### src/rtl/codec_cfg_pkg.sv
// rtl/codec_cfg_pkg.sv - state encoding and WM8731 register table for the codec config sequencer
package codec_cfg_pkg;

  typedef enum logic [3:0] {
    ST_IDLE,
    ST_WAIT_PWR,
    ST_ISSUE,
    ST_WAIT_DONE,
    ST_GAP,
    ST_READY,
    ST_UPD_ISSUE,
    ST_UPD_WAIT,
    ST_ERROR
  } cfg_state_t;

  localparam int CFG_NUM_REGS = 10;

  localparam logic [7:0] WM8731_DEV_ADDR = 8'h34;

  // R15 reset goes first and R9 (active) goes last so the codec is only enabled once fully set up.
  localparam logic [15:0] CFG_TABLE [0:CFG_NUM_REGS-1] = '{
    16'h1E00, 16'h0017, 16'h0217, 16'h0479, 16'h0679,
    16'h0815, 16'h0A00, 16'h0C00, 16'h0E42, 16'h1201
  };

endpackage

### src/rtl/codec_cfg_seq.sv
// rtl/codec_cfg_seq.sv - walks the codec register table over I2C, then arbitrates runtime register writes
module codec_cfg_seq
  import codec_cfg_pkg::*;
#(
  parameter int         NUM_REGS     = CFG_NUM_REGS,
  parameter int         STARTUP_WAIT = 2000,
  parameter int         GAP_CYCLES   = 40,
  parameter int         MAX_RETRIES  = 3,
  parameter bit         AUTO_START   = 1'b1,
  parameter logic [7:0] DEV_ADDR     = WM8731_DEV_ADDR
) (
  input  logic        i_clk,
  input  logic        i_rst,
  input  logic        i_start,
  input  logic        i_upd_valid,
  input  logic [15:0] i_upd_word,
  output logic        o_upd_ready,
  output logic        o_i2c_valid,
  output logic [23:0] o_i2c_data,
  input  logic        i_i2c_ready,
  input  logic        i_i2c_done,
  input  logic        i_i2c_nack,
  output logic        o_busy,
  output logic        o_cfg_done,
  output logic        o_cfg_err,
  output logic [3:0]  o_cur_index
);

  localparam int CNT_MAX = (STARTUP_WAIT > GAP_CYCLES) ? STARTUP_WAIT : GAP_CYCLES;
  localparam int CW      = $clog2(CNT_MAX + 1);
  localparam int IW      = (NUM_REGS > 1) ? $clog2(NUM_REGS) : 1;
  localparam int RW      = (MAX_RETRIES > 0) ? $clog2(MAX_RETRIES + 1) : 1;

  localparam logic [CW-1:0] PWR_LAST  = CW'((STARTUP_WAIT > 0) ? STARTUP_WAIT - 1 : 0);
  localparam logic [CW-1:0] GAP_LAST  = CW'((GAP_CYCLES > 0) ? GAP_CYCLES - 1 : 0);
  localparam logic [CW-1:0] CNT_SAT   = CW'(CNT_MAX);
  localparam logic [IW-1:0] IDX_LAST  = IW'(NUM_REGS - 1);
  localparam logic [RW-1:0] RETRY_MAX = RW'(MAX_RETRIES);

  cfg_state_t    r_state;
  cfg_state_t    r_gap_next;
  logic [CW-1:0] r_cnt;
  logic [IW-1:0] r_index;
  logic [RW-1:0] r_retry;
  logic [15:0]   r_upd_word;
  logic          r_i2c_valid;
  logic [23:0]   r_i2c_data;
  logic          r_busy;
  logic          r_cfg_done;
  logic          r_cfg_err;

  assign o_i2c_valid = r_i2c_valid;
  assign o_i2c_data  = r_i2c_data;
  assign o_busy      = r_busy;
  assign o_cfg_done  = r_cfg_done;
  assign o_cfg_err   = r_cfg_err;
  assign o_cur_index = 4'(r_index);
  assign o_upd_ready = (r_state == ST_READY) && i_upd_valid && !i_start;

  task automatic begin_sequence();
    r_state    <= ST_WAIT_PWR;
    r_cnt      <= '0;
    r_index    <= '0;
    r_retry    <= '0;
    r_cfg_done <= 1'b0;
    r_cfg_err  <= 1'b0;
    r_busy     <= 1'b1;
  endtask

  always_ff @(posedge i_clk) begin
    if (i_rst) begin
      r_state     <= ST_IDLE;
      r_gap_next  <= ST_ISSUE;
      r_cnt       <= '0;
      r_index     <= '0;
      r_retry     <= '0;
      r_upd_word  <= '0;
      r_i2c_valid <= 1'b0;
      r_i2c_data  <= '0;
      r_busy      <= 1'b0;
      r_cfg_done  <= 1'b0;
      r_cfg_err   <= 1'b0;
    end else begin
      unique case (r_state)
        ST_IDLE: begin
          if (i_start || AUTO_START) begin_sequence();
        end
        ST_WAIT_PWR: begin
          if (r_cnt >= PWR_LAST) begin
            r_cnt       <= '0;
            r_state     <= ST_ISSUE;
            r_i2c_valid <= 1'b1;
            r_i2c_data  <= {DEV_ADDR, CFG_TABLE[r_index]};
          end else if (r_cnt != CNT_SAT) begin
            r_cnt <= r_cnt + 1'b1;
          end
        end
        ST_ISSUE: begin
          if (i_i2c_ready) begin
            r_i2c_valid <= 1'b0;
            r_state     <= ST_WAIT_DONE;
          end
        end
        ST_WAIT_DONE: begin
          if (i_i2c_done) begin
            r_cnt <= '0;
            if (i_i2c_nack) begin
              if (r_retry >= RETRY_MAX) begin
                r_state   <= ST_ERROR;
                r_cfg_err <= 1'b1;
                r_busy    <= 1'b0;
              end else begin
                r_retry    <= r_retry + 1'b1;
                r_state    <= ST_GAP;
                r_gap_next <= ST_ISSUE;
              end
            end else begin
              r_retry <= '0;
              r_state <= ST_GAP;
              if (r_index == IDX_LAST) begin
                r_gap_next <= ST_READY;
              end else begin
                r_index    <= r_index + 1'b1;
                r_gap_next <= ST_ISSUE;
              end
            end
          end
        end
        ST_GAP: begin
          if (r_cnt >= GAP_LAST) begin
            r_cnt   <= '0;
            r_state <= r_gap_next;
            if (r_gap_next == ST_ISSUE) begin
              r_i2c_valid <= 1'b1;
              r_i2c_data  <= {DEV_ADDR, CFG_TABLE[r_index]};
            end else if (r_gap_next == ST_UPD_ISSUE) begin
              r_i2c_valid <= 1'b1;
              r_i2c_data  <= {DEV_ADDR, r_upd_word};
            end else begin
              r_cfg_done <= 1'b1;
              r_busy     <= 1'b0;
            end
          end else if (r_cnt != CNT_SAT) begin
            r_cnt <= r_cnt + 1'b1;
          end
        end
        ST_READY: begin
          if (i_start) begin
            begin_sequence();
          end else if (i_upd_valid) begin
            r_upd_word  <= i_upd_word;
            r_state     <= ST_UPD_ISSUE;
            r_i2c_valid <= 1'b1;
            r_i2c_data  <= {DEV_ADDR, i_upd_word};
            r_retry     <= '0;
            r_busy      <= 1'b1;
          end
        end
        ST_UPD_ISSUE: begin
          if (i_i2c_ready) begin
            r_i2c_valid <= 1'b0;
            r_state     <= ST_UPD_WAIT;
          end
        end
        ST_UPD_WAIT: begin
          if (i_i2c_done) begin
            r_cnt <= '0;
            if (i_i2c_nack) begin
              if (r_retry >= RETRY_MAX) begin
                r_state    <= ST_ERROR;
                r_cfg_err  <= 1'b1;
                r_cfg_done <= 1'b0;
                r_busy     <= 1'b0;
              end else begin
                r_retry    <= r_retry + 1'b1;
                r_state    <= ST_GAP;
                r_gap_next <= ST_UPD_ISSUE;
              end
            end else begin
              r_retry    <= '0;
              r_state    <= ST_GAP;
              r_gap_next <= ST_READY;
            end
          end
        end
        ST_ERROR: begin
          if (i_start) begin_sequence();
        end
        default: r_state <= ST_IDLE;
      endcase
    end
  end

endmodule

### config.mk
export PLATFORM = sky130hd
export DESIGN_NAME = codec_cfg_seq
export DESIGN_NICKNAME = d
export VERILOG_FILES = /design/src/rtl/codec_cfg_pkg.sv /design/src/rtl/codec_cfg_seq.sv
export SDC_FILE = /design/constraint.sdc
export NUM_CORES = 1
export LEC_CHECK = 0
export CAP_MARGIN = 20
export CORE_MARGIN = 4
export CORE_UTILIZATION = 54
export CTS_CLUSTER_SIZE = 8
export DETAILED_ROUTE_END_ITERATION = 10
export MAX_ROUTING_LAYER = met4
export PLACE_DENSITY = 0.81
export SLEW_MARGIN = 20
export SYNTH_ARGS = -nofsm -noshare
export SYNTH_HDL_FRONTEND = slang
export SYNTH_SLANG_ARGS = --single-unit
### constraint.sdc
create_clock -name i_clk -period 2.7 [get_ports i_clk]
set_input_delay 0.405 -clock i_clk [delete_from_list [all_inputs] [get_ports i_clk]]
set_output_delay 0.405 -clock i_clk [all_outputs]
set_load 0.02 [all_outputs]
==> qor.csv <==
stage,metric,value,unit
run_status,status,"complete, no violations",
synth,syn_avg_cell_area,8.62,um^2
sta,skew,17.0,ps
job,drv_cap,0,
cells_and_area,layout.nets,480,
cells_and_area,diodes,0,
global_route,grt_overflow,0,
global_route,grt_pass1_wl,16100,um
worst_setup_path,cp.required,2300,ps
routing,drc,0,
sta,min_period,2460,ps
worst_setup_path,crit_path_end_kind,output port,
clock_tree,h-tree-depth,3,
global_route,grt_pass1_vias,3432,
synth,synth_area_leader_cell,dfxtp_1,
sta,tightestPinTransition,869,ps
routing,vias_per_cell,6.50,
sta,hold_violations,0,
synth,netlist_area,0.00358,mm^2
floorplanning,ios,56,
synth,synth-edff-count,0,
sta,slew_headroom,42.1,%
clock_tree,path_clk_slew,80,ps
clock_tree,cts_resized,0,
floorplanning,start_util,56.0,%
floorplanning,fp.dieH,89.4,um
sta,setup_tns,0,ps
routing,ant_nets,0,
clock_tree,insertion_delay,360,ps
synth,synthFlopType,dfxtp_1,
floorplanning,die_x,89.4,um
global_route,grt_max_degree,32,
floorplanning,core,0.00639,mm^2
global_route,antenna_found_initial,0,
synth,syn_inst,415,
synth,yosys_warnings,0,
synth,ys_seq_area_share,34.1,%
clock_tree,clock-root-buffer,clkbuf_8,
routing,drtPass1Iterations,6,
synth,synth_seq_cells,61,
routing,wl_per_cell,18.1,um
cells_and_area,drive_above_1_share,12.7,%
clock_tree,cts_setup_buffers,0,
cells_and_area,area_growth,18.8,%
cells_and_area,fin_cells,532,
floorplanning,rows,29,
placed_design,gp_congestion,0.949,
synth,synthTopCellsByArea,"dfxtp_1 34%, mux2i_1 4.8%, a32oi_1 3.9%",
routing,drt-initial-drc-count,334,
sta,max_freq,406,MHz
sta,setup_viol,0,
worst_setup_path,worstPathMaxFanout,8,
clock_tree,cts-buffers-inserted,9,
synth,synth_cell_types,73,
worst_setup_path,cp-start-kind,flip-flop,
routing,wirelength,9650,um
clock_tree,cts_sinks,61,
clock_tree,clock_path_buffers,2,
routing,vias,3460,
synth,async_flop_share,0,%
synth,synth_top_area_share,34.1,%
global_route,grtUsageTotal,26.8,%
clock_tree,cts_tree,done,
power_and_ir_drop,pwr_density_cell,816,mW/mm^2
placed_design,dp_hpwl,6700,um
sta,slew_violations,0,
sta,grt_setup_unrepaired,no,
worst_setup_path,critPathKind,reg2out,
placed_design,dp.cells,516,
floorplanning,die-area,0.00799,mm^2
power_and_ir_drop,max-vdd-ir-drop,0.584,mV
worst_setup_path,critPathArrivalTime,2060,ps
clock_tree,hold_buffers,0,
hold_path,hp-class,reg2reg,
power_and_ir_drop,leakage,1.56,nW
sta,timing.final.crit_share,91.2,%
placed_design,portBuffers,50,
cells in the mapped netlist, types with 5 or more instances:
library cell,instances
nand2_1,32
ha_1,7
nor3_1,6
a311oi_1,8
nor2_1,32
inv_1,11
mux2i_1,17
a32oi_1,16
clkbuf_1,19
a211oi_1,6
a21oi_1,20
or2_2,6
o21ai_0,16
dfxtp_1,61
buf_4,8
a211oi_2,5
o211ai_1,7
a31oi_1,18
o22ai_1,5
nor2b_1,6
buf_2,13
nand3_1,10
routing by layer:
| layer | GRT usage (%) | vias up | part of all wire, % |
|---|---|---|---|
| met5 | - | - | 0 |
| met4 | 10.1 | 0 | 2.3 |
| met3 | 8.11 | 29 | 6.9 |
| met2 | 42.3 | 154 | 48 |
| met1 | 32.3 | 1642 | 43 |
| li1 | - | 1635 | - |
worst max-delay path, stage by stage (launching register included):
cell and delay (ps):
dfxtp_1 400, and4bb_1 320, nor2b_1 200, nand2_2 90
inv_1 90, clkdlybuf4s50_1 610
worst paths after layout:
kind / startpoint / endpoint / slack [ps] / cells past startpoint
setup reg to reg: r_cnt[0]$_SDFFE_PP0P_ / o_i2c_valid$_SDFFE_PP0P_ / 390 / 6
hold / removal: r_upd_word[11]$_SDFFE_PP0P_ / r_upd_word[11]$_SDFFE_PP0P_ / 480 / 2
setup / recovery: r_state[3]$_SDFFE_PP0P_ / o_upd_ready / 240 / 5
hold reg to reg: r_upd_word[11]$_SDFFE_PP0P_ / r_upd_word[11]$_SDFFE_PP0P_ / 480 / 2
placed cells by master, fill, tap and decap left out, drive strengths merged, types with 5 or more instances in the layout:
master          n
dfxtp          61
clkdlybuf4s50  49
nand2          33
nor2           33
a21oi          21
a31oi          18
mux2i          17
o21ai          16
a32oi          16
buf            14
inv            13
a311oi         12
a211oi         11
nand3          10
clkbuf          9
o211ai          7
ha              7
nor2b           6
nor3            6
or2             6
o22ai           5
conb            5
nand4           5
area by class of cell:
cell class | instances | area [um^2]
Clock buffer | 9 | 124
Clock inverter | 7 | 57.6
Fill cell | 525 | 2140
Inverter | 12 | 45.0
Multi-Input combinational cell | 303 | 2110
Sequential cell | 61 | 1220
Tap cell | 77 | 96.3
Timing Repair Buffer | 63 | 593
power breakdown:
part           switching (mW)  leakage (nW)  internal (mW)
logic                   0.869         0.986          0.645
clock network           0.416        0.0824          0.341
registers               0.133         0.495           1.06
flip-flops by register name (all words and copies together), names as in the netlist:
signal / cells
o_cfg_done: 1
o_cfg_err: 1
o_i2c_valid: 1
r_retry: 2
o_cur_index: 4
r_cnt: 11
r_state: 4
r_gap_next: 3
o_i2c_data: 17
o_busy: 1
r_upd_word: 16
per-stage QoR:
step                      setup WS (ps)  utilization [%]  instance area [um^2]  hold slack [ps]  power (mW)
after floorplan                     734                -                  3590              437        2.19
after global placement              233             63.7                  4070              443        2.67
after detailed placement            168             63.7                  4070              465        2.70
after CTS                           243             66.6                  4250              477        3.46
after global routing                130             66.6                  4250              501        3.64
final                               237             66.6                  4250              479        3.47
logic make-up (layout without fill, tap and decap cells):
group,after synthesis,after routing,share of synthesized area (%)
mux,18,18,5.07
compound gates,139,139,30.0
buf+inv,55,91,7.48
flops,61,61,34.1
simple gates,130,130,19.8
xor+xnor,4,4,0.979
other cells,1,5,0.105
fa+ha+maj,7,7,2.45
No activity file was read; power rests on OpenSTA's default activity.
